--- src/rtl/core_run_ctrl.sv ---
// core_run_ctrl: run sequencer and dat_mem port owner for the 9-bit core.
// Optional watchdog (TIMEOUT state) enabled by defining RUN_WATCHDOG_EN.
`default_nettype none

module core_run_ctrl #(
  parameter int RST_CYCLES = 2,
  parameter int CNT_W      = 16
) (
  input  logic             clk,
  input  logic             reset,
  input  logic             host_start,
  output logic             host_busy,
  output logic             host_done,
  output logic             host_timeout,
  output logic [CNT_W-1:0] cycle_count,
  output logic             core_start,
  input  logic             core_done,
  input  logic             core_mem_wr_en,
  input  logic [7:0]       core_mem_addr,
  input  logic [7:0]       core_mem_wdata,
  input  logic             host_mem_req,
  input  logic             host_mem_we,
  input  logic [7:0]       host_mem_addr,
  input  logic [7:0]       host_mem_wdata,
  output logic             host_mem_gnt,
  output logic [7:0]       host_mem_rdata,
  output logic             mem_wr_en,
  output logic [7:0]       mem_addr,
  output logic [7:0]       mem_wdata,
  input  logic [7:0]       mem_rdata
);

  localparam int RW = (RST_CYCLES > 1) ? $clog2(RST_CYCLES) : 1;
  localparam logic [RW-1:0]    RST_LAST = RW'(RST_CYCLES - 1);
  localparam logic [CNT_W-1:0] CNT_MAX  = '1;

  typedef enum logic [2:0] {
    S_IDLE       = 3'd0,
    S_RESET_CORE = 3'd1,
    S_RUN        = 3'd2,
    S_DONE       = 3'd3,
    S_TIMEOUT    = 3'd4
  } state_t;

  state_t           state_q, state_d;
  logic [RW-1:0]    rst_cnt_q, rst_cnt_d;
  logic [CNT_W-1:0] cnt_q, cnt_d, cnt_inc;
  logic             core_start_q, host_busy_q, host_done_q;

  always_comb begin
    state_d   = state_q;
    rst_cnt_d = rst_cnt_q;
    cnt_d     = cnt_q;
    cnt_inc   = (cnt_q == CNT_MAX) ? cnt_q : cnt_q + CNT_W'(1);
    case (state_q)
      S_IDLE, S_DONE, S_TIMEOUT: begin
        if (host_start) begin
          state_d   = S_RESET_CORE;
          rst_cnt_d = '0;
          cnt_d     = '0;
        end
      end
      S_RESET_CORE: begin
        if (rst_cnt_q == RST_LAST) state_d = S_RUN;
        else                       rst_cnt_d = rst_cnt_q + RW'(1);
      end
      S_RUN: begin
        // The count includes the exit edge, so the limit is tested on the incremented value.
        cnt_d = cnt_inc;
        if (core_done) state_d = S_DONE;
`ifdef RUN_WATCHDOG_EN
        else if (cnt_inc == CNT_MAX) state_d = S_TIMEOUT;
`endif
      end
      default: state_d = S_IDLE;
    endcase
  end

  always_ff @(posedge clk) begin
    if (!reset) begin
      state_q      <= S_IDLE;
      rst_cnt_q    <= '0;
      cnt_q        <= '0;
      core_start_q <= 1'b1;
      host_busy_q  <= 1'b0;
      host_done_q  <= 1'b0;
    end else begin
      state_q      <= state_d;
      rst_cnt_q    <= rst_cnt_d;
      cnt_q        <= cnt_d;
      core_start_q <= (state_d != S_RUN);
      host_busy_q  <= (state_d == S_RESET_CORE) || (state_d == S_RUN);
      host_done_q  <= (state_d == S_DONE);
    end
  end

`ifdef RUN_WATCHDOG_EN
  logic host_timeout_q;
  always_ff @(posedge clk) begin
    if (!reset) host_timeout_q <= 1'b0;
    else        host_timeout_q <= (state_d == S_TIMEOUT);
  end
  assign host_timeout = host_timeout_q;
`else
  assign host_timeout = 1'b0;
`endif

  assign core_start  = core_start_q;
  assign host_busy   = host_busy_q;
  assign host_done   = host_done_q;
  assign cycle_count = cnt_q;

  logic core_owns;
  assign core_owns = (state_q == S_RESET_CORE) || (state_q == S_RUN);

  always_comb begin
    host_mem_gnt   = 1'b0;
    host_mem_rdata = 8'h00;
    mem_wr_en      = 1'b0;
    mem_addr       = 8'h00;
    mem_wdata      = 8'h00;
    if (core_owns) begin
      mem_wr_en = core_mem_wr_en;
      mem_addr  = core_mem_addr;
      mem_wdata = core_mem_wdata;
    end else if (host_mem_req && !host_start) begin
      host_mem_gnt   = 1'b1;
      host_mem_rdata = mem_rdata;
      mem_wr_en      = host_mem_we;
      mem_addr       = host_mem_addr;
      mem_wdata      = host_mem_wdata;
    end
  end

endmodule

`default_nettype wire

--- config.mk ---
export PLATFORM = sky130hd
export DESIGN_NAME = core_run_ctrl
export DESIGN_NICKNAME = d
export VERILOG_FILES = /design/src/rtl/core_run_ctrl.sv
export SDC_FILE = /design/constraint.sdc
export NUM_CORES = 1
export LEC_CHECK = 0
export CAP_MARGIN = 25
export CORE_MARGIN = 4
export CORE_UTILIZATION = 38
export CTS_BUF_LIST = sky130_fd_sc_hd__clkbuf_8
export DETAILED_ROUTE_END_ITERATION = 12
export PLACE_DENSITY = 0.79
export SLEW_MARGIN = 20
export SYNTH_ARGS = -nofsm -noshare
export SYNTH_HDL_FRONTEND = slang
export SYNTH_SLANG_ARGS = --single-unit
--- constraint.sdc ---
create_clock -name clk -period 2.45 [get_ports clk]
set_input_delay 0.245 -clock clk [delete_from_list [all_inputs] [get_ports clk]]
set_output_delay 0.245 -clock clk [all_outputs]
set_load 0.02 [all_outputs]
# Yosys cells after proc, flatten, opt, wreduce, memory -nomap -nowiden
# Index checks and enable logic that the tools add are counted.
dict set report totals {
  register_bits 23
  latchBits 0
  ram_bits 0
  mem_bits_ro 0
  input_bits 47
  word_cells 49
  n_memories 0
}
dict set report op_classes {
  addsub 2
  mul 0
  div_mod_pow 0
  magnitude_cmp 0
  n_eq_ne 11
  shifts 0
  n_mux 20
  bitwise 0
  reduce_logical 10
}
# operator count
set ops {}
lappend ops {{8-bit 2-to-1 mux} 6}
lappend ops {{16-bit 2-to-1 mux} 2}
lappend ops {{16-bit one-hot mux with 2 select lines} 1}
lappend ops {{16-bit by 1-bit adder with 16-bit output, second input constant} 1}
lappend ops {{16-bit == test, second input constant} 1}
lappend ops {{3-bit by 2-bit == test with 1-bit output, second input constant} 4}
lappend ops {{3-bit 2-to-1 mux} 3}
lappend ops {{3-bit one-hot mux with 3 select lines} 1}
lappend ops {{3-bit by 1-bit == test with 1-bit output, second input constant} 2}
lappend ops {{1-bit 2-to-1 mux} 6}
lappend ops {{2-bit != test, second input constant} 2}
lappend ops {{2-bit nonzero test} 2}
lappend ops {{3-bit == test, second input constant} 1}
lappend ops {{3-bit zero test} 1}
lappend ops {{3-bit by 2-bit != test with 1-bit output, second input constant} 1}
lappend ops {{3-bit AND reduction} 1}
lappend ops {{3-bit OR reduction} 1}
lappend ops {{1-bit logical OR} 2}
lappend ops {{1-bit one-hot mux with 2 select lines} 1}
lappend ops {{2-bit AND reduction} 1}
lappend ops {{1-bit adder, second input constant} 1}
lappend ops {{1-bit logical AND} 1}
lappend ops {{1-bit zero test} 1}

# Longest topological paths before layout
# Gate-level depths: netlist (run 1).
dict set report logic_depth {
  word_depth 5
  mapped_depth 6
}

# Least setup slack after synthesis (run 1)
# OpenSTA, ideal clock, no wires.
dict set report synth_timing {
  kind {reg2out}
  start {register state_q[0]}
  end {output mem_addr[6]}
  arrival_ns 1.752
  slack_ns 0.453
  stages_incl_launch_ff 7
  n_path_buf 2
  path_cell_list {dfxtp_1 buf_2 nand2b_1 a21oi_2 nor3b_2 clkbuf_1 a22o_1}
}
dict set report synth_via {
  elab_chain_len 3
}
# element line
set synth_lines {}
lappend synth_lines {{start, declared} 45} ;# state_t state_q, state_d;
lappend synth_lines {{start signal, assigned} 88} ;# state_q <= state_d;
lappend synth_lines {{3-bit by 1-bit == test with 1-bit output / 3-bit by 2-bit == test with 1-bit output (equally long branches)} 114} ;# assign core_owns = (state_q == S_RESET_CORE) || (state_q == S_RUN);
lappend synth_lines {{1-bit logical OR (*)} 114}
lappend synth_lines {{8-bit 2-to-1 mux (*)} 122} ;# if (core_owns) begin
lappend synth_lines {{end, declared} 28} ;# output logic [7:0] mem_addr,
# Every way passes the cells marked *; elsewhere a longest branch is shown, timed or not.

# Worst setup path after layout (run 1)
dict set report layout_timing {
  start {register state_q[1]}
  end {output mem_wr_en}
}
dict set report layout_via {
  elab_chain_len 3
}
# element line
set layout_lines {}
lappend layout_lines {{3-bit by 1-bit == test with 1-bit output / 3-bit by 2-bit == test with 1-bit output (equally long branches)} 114}
lappend layout_lines {{1-bit logical OR (*)} 114}
lappend layout_lines {{1-bit 2-to-1 mux (*)} 122}
lappend layout_lines {{end, declared} 27} ;# output logic mem_wr_en,
# Marked as above.

==> results of run 1 <==
-- flip-flops by register name, indices dropped and copies added, names as in the netlist --
name,cells
rst_cnt_q,1
cycle_count,16
state_q,3
host_done,1
host_busy,1
core_start,1
-- power by group through the flow --
stage          Combinational [mW]  Sequential, mW  Clock (mW)
2_1_floorplan               0.160           0.398           0
3_3_place_gp                0.344           0.395           0
3_5_place_dp                0.346           0.396           0
4_1_cts                     0.346           0.387       0.239
5_1_grt                     0.367           0.389       0.256
6_report                    0.345           0.387       0.233
-- worst register-to-register path: cells and delay by family, from the launching register on --
kind                   cells  cell delay [ps]
and+or+nand+nor            2             1020
DFF                        1              340
buffers and inverters      1              170
AOI/OAI and AO/OA          2              490
-- layer usage --
metal,up-vias,track usage,routed length [µm]
met5,-,0,0
met4,0,0.0626,97
met3,6,0.0412,404
met2,88,0.363,2510
met1,872,0.273,2390
li1,896,-,-
-- synthesized netlist by cell type, types with 2 or more instances --
cell       n  area, µm²
dfxtp_1   23        460
a22oi_1    3       22.5
nand4_1    7       43.8
a21oi_2    2       17.5
nor3b_2    2       25.0
o22ai_1    4       25.0
a31oi_1    5       31.3
buf_2      4       20.0
nand3_1    7       35.0
nand2_1   11       41.3
or4_1      2       15.0
nor4_1     5       31.3
nor2_1     9       33.8
and4_1     2       17.5
nor2b_1    2       12.5
a211oi_1   4       30.0
xnor2_1    2       17.5
inv_1      9       33.8
nor3_1     3       15.0
and2_1     8       50.1
a22o_1    17        149
o21a_1     2       15.0
nand2b_1   5       31.3
clkbuf_1   4       15.0
o211ai_1   3       22.5
a21oi_1    7       35.0
or3_1      2       12.5
o21ai_0    8       40.0
-- final timing paths --
check                           slack (ps)        endpoint
worst max register to register         380  cycle_count[6]
worst max-delay path                   130       mem_wr_en
worst min register to register         530  cycle_count[0]
worst min-delay path                   530  cycle_count[0]
-- cells by family (layout without fill, tap and decap cells) --
logic type	after synthesis	count (layout)	share of synthesized area
AOI/OAI and AO/OA	64	64	0.320
xor gates and xnor gates	2	2	0.0116
and+or+nand+nor	73	73	0.293
DFF	23	23	0.304
other	1	1	0.00248
adders and majority gates	1	1	0.00827
muxes	1	1	0.00662
buffers and inverters	19	113	0.0538
-- cell type report --
type / count / area share
Timing Repair Buffer: 100 / 0.386
Multi-Input combinational cell: 142 / 0.379
Sequential cell: 23 / 0.180
Tap cell: 48 / 0.0235
Clock buffer: 3 / 0.0161
Inverter: 9 / 0.0132
Clock inverter: 1 / 0.00196
==> impl_metrics.toml, run 1 <==
[outcome]
outcome = "completed"

[power]
power_frac_seq = 0.401
ir_drop_mv = 0.367
power.share.switching = 0.292
p_leak_nw = 0.892
clkPwrFrac = 0.242
p_int_mw = 0.683
power_density_nw_per_um2 = 377
p_sw_mw = 0.282
comb_power_share = 0.357
total_power_mw = 0.965

[timing]
fin_skew_ps = 2.46
slew_violations = 0
fin_crit_ps = 2320
max_freq_mhz = 432
worst_slack_ps = 135
rsz0062_at_grt = "no"
fin_hold_ws_ps = 534
tns_ps = 0
report.final.hold_viol_count = 0
min_period_over_period = 0.945
tightest_slew_ps = 541
setup_viol = 0
maxSlewHeadroom = 0.639

[finish]
final_cell_mix = "clkdlybuf4s50_1, dfxtp_1, a22o_1"
antenna_cells = 0
post-route-util = 0.684
multiInputGateArea_um2 = 971
fin_cells = 326
final_common_cell = "clkdlybuf4s50_1"
drive_above_1_share = 0.0863
area.growth.synth_to_final_pct = 69.2
ff_latch_area_um2 = 462
nFillCells = 329
final_area_um2 = 2560
final_nets = 327

[worst_setup_path]
cp.required_ps = 2200
rr_startpoint = "state_q[0]"
path_delay_family = "buffers and inverters"
end_kind = "output port"
r2r_cells = 5
slowest_delay_ps = 640
crit_path_start_kind = "flop"
cp_max_fo = 26
crit_buf_inv = 2
critical_path_cell_count = 6
arrival_ps = 2070
critPathSlowestCell = "clkdlybuf4s50_1"
worstSetupStartpoint = "state_q[1]"
critical_path_class = "flop to output port"
crit_chain = "nand2b_1 -> a21oi_2 -> nor3b_2 -> buf_6 -> a22o_1 -> clkdlybuf4s50_1"

[cts]
root_buffer = "clkbuf_8"
cts_buffers = 3
postCtsHoldBufs = 0
clock_sinks = 23
clock_path_buffers = 2
post_cts_buffers = 0
ctsHtreeMaxLevel = 1
cts_resized = 1
insertion_delay_ps = 260
path_clk_slew_ps = 80
cts_tree = "built"

[grt]
grt-ovfl-total = 0
grt_pass1_wl_mm = 8.82
grt_max_degree = 27
track_usage = 0.213
grt_pass1_vias = 1762
antenna_found_initial = 0

[routing]
postRouteAntennaNets = 0
dr.first_iter.drc_count = 55
vias = 1862
vias_per_cell = 5.71
drc_errors = 0
dr.pass1.iters = 6
routedWlPerCell_um = 16.6
routed_wirelength_mm = 5.40

[floorplan]
die_w_um = 71.1
core_area_um2 = 3740
rows = 22
die_y_um = 71.1
die_area_um2 = 5050
start_util = 0.404
ios = 93

[synth]
yosysSeqAreaShare = 0.304
async_flop_share = 0
synth-edff-count = 0
ys_types = 50
syn_nets = 232
synth_ff_type = "dfxtp_1"
syn_area_um2 = 1510
synth_cells = 184
ys_warn_count = 0
syn_avg_cell_area_um2 = 8.22
synth-seq-cells = 23

[run]
max_cap_violations = 0

[worst_hold_path]
worstHoldPathType = "flop to flop"
hp-start = "cycle_count[0]"
hold_path_depth = 1

[place]
dpl.hpwl_mm = 4.32
dp_slack_ps = 257
dpl_cell_area_um2 = 2500
gp_congestion = 0.958
io_buffer_count = 91
dp.cells = 322
Note: power is estimated with default switching activity, not from simulation.
==> run 2: changes to the inputs <==
- GPL_TIMING_DRIVEN: not set -> 0
- PLACE_DENSITY: 0.79 -> not set
- PLACE_DENSITY_LB_ADDON: not set -> 0.08
==> impl_metrics.toml, run 2 (same netlist as run 1, synthesis figures left out) <==
[timing]
tightest_slew_ps = 533
fin_skew_ps = 9.42
max_freq_mhz = 428
tns_ps = 0
fin_hold_ws_ps = 458
worst_slack_ps = 112
maxSlewHeadroom = 0.643
slew_violations = 0
setup_viol = 0
report.final.hold_viol_count = 0
fin_crit_ps = 2340
min_period_over_period = 0.954
rsz0062_at_grt = "yes"

[power]
p_leak_nw = 0.914
total_power_mw = 0.962
power_density_nw_per_um2 = 388
ir_drop_mv = 0.347

[routing]
dr.pass1.iters = 4
routedWlPerCell_um = 16.5
routed_wirelength_mm = 5.41
vias_per_cell = 5.60
postRouteAntennaNets = 0
dr.first_iter.drc_count = 77
drc_errors = 0
vias = 1838

[cts]
ctsHtreeMaxLevel = 1
cts_tree = "built"
root_buffer = "clkbuf_8"
clock_sinks = 23
postCtsHoldBufs = 0
path_clk_slew_ps = 90
insertion_delay_ps = 280
clock_path_buffers = 2
cts_buffers = 3

[grt]
grt_use_met3 = 0.0369
grt_use_met1 = 0.287
grt_pass1_wl_mm = 8.76
track_usage = 0.214
grtUsageMet2 = 0.346
grt-ovfl-total = 0
grt_max_degree = 15
antenna_found_initial = 0
grt_busiest_layer = "met2"
grt_pass1_vias = 1698

[finish]
drive_above_1_share = 0.136
antenna_cells = 0
area.growth.synth_to_final_pct = 63.9
final_cell_mix = "clkdlybuf4s50_1, dfxtp_1, a22o_1"
largest_register_ffs = 16
final_nets = 329
fin_cells = 328
final_common_cell = "clkdlybuf4s50_1"

[worst_setup_path]
cp_max_fo = 10
r2r_cells = 5
critical_path_class = "flop to output port"
crit_path_start_kind = "flop"
cp.required_ps = 2200
end_kind = "output port"
crit_chain = "buf_2 -> nand2b_1 -> a21oi_4 -> nor3b_4 -> clkbuf_4 -> and2_1 -> dlygate4sd2_1"
critPathSlowestCell = "dfxtp_1"
arrival_ps = 2090
slowest_delay_ps = 330

[run]
max_cap_violations = 0

[floorplan]
die_y_um = 71.1
core_area_um2 = 3740
start_util = 0.404
die_area_um2 = 5050
ios = 93
rows = 22
die_w_um = 71.1

[place]
dp.cells = 322
gp_congestion = 0.907
io_buffer_count = 90
dpl.hpwl_mm = 4.28
dp_slack_ps = -202

[outcome]
outcome = "completed"

[worst_hold_path]
hold_path_depth = 3
worstHoldPathType = "input port to flop"
## run 2: area by class of cell
| cell class | count | area, µm² |
|---|---|---|
| Fill cell | 349 | 1260 |
| Clock inverter | 1 | 7.51 |
| Buffer | 10 | 57.6 |
| Timing Repair Buffer | 92 | 833 |
| Inverter | 9 | 33.8 |
| Sequential cell | 23 | 460 |
| Multi-Input combinational cell | 142 | 985 |
| Tap cell | 48 | 60.1 |
| Clock buffer | 3 | 41.3 |
## run 2: report_power, final
part / internal (mW) / switching [mW]
clock network: 0.116 / 0.138
registers: 0.381 / 0.00358
logic: 0.160 / 0.164
total: 0.656 / 0.306
## run 2: critical path: cells and delay by family (launching register included)
family | cells | cell delay, ps
and+or+nand+nor | 3 | 600
buffers and inverters | 3 | 760
AOI/OAI and AO/OA | 1 | 120
DFF | 1 | 330
## run 2: path summary, 6_finish.rpt
check	slack, ps	to	startpoint
min reg2reg	530	cycle_count[0]	cycle_count[0]
min	460	core_start	host_start
max reg2reg	400	cycle_count[11]	cycle_count[0]
max	110	host_mem_rdata[2]	state_q[0]
## run 2: layer usage
layer  share of wire  vias to the layer above  routed length (µm)
li1                -                      903                   -
met1            0.44                      845                2390
met2            0.46                       81                2510
met3           0.075                        9                 405
met4           0.019                        0                 101
met5               0                        -                   0
## run 2: per-stage QoR
| stage | util | instance area (µm²) |
|---|---|---|
| 2_1_floorplan | - | 1510 |
| 3_3_place_gp | 0.661 | 2470 |
| 3_5_place_dp | 0.661 | 2470 |
| 4_1_cts | 0.675 | 2530 |
| 5_1_grt | 0.662 | 2480 |
| 6_report | 0.662 | 2480 |
## run 2: what timing repair did
action / in CTS / in global routing
pin swaps: 1 / 0
setup buffers: 2 / 0
cloned: 0 / 0
endpoints found under the setup margin: 26 / 20
gates resized for setup: 33 / 30
endpoints found under the hold margin: 0 / 0
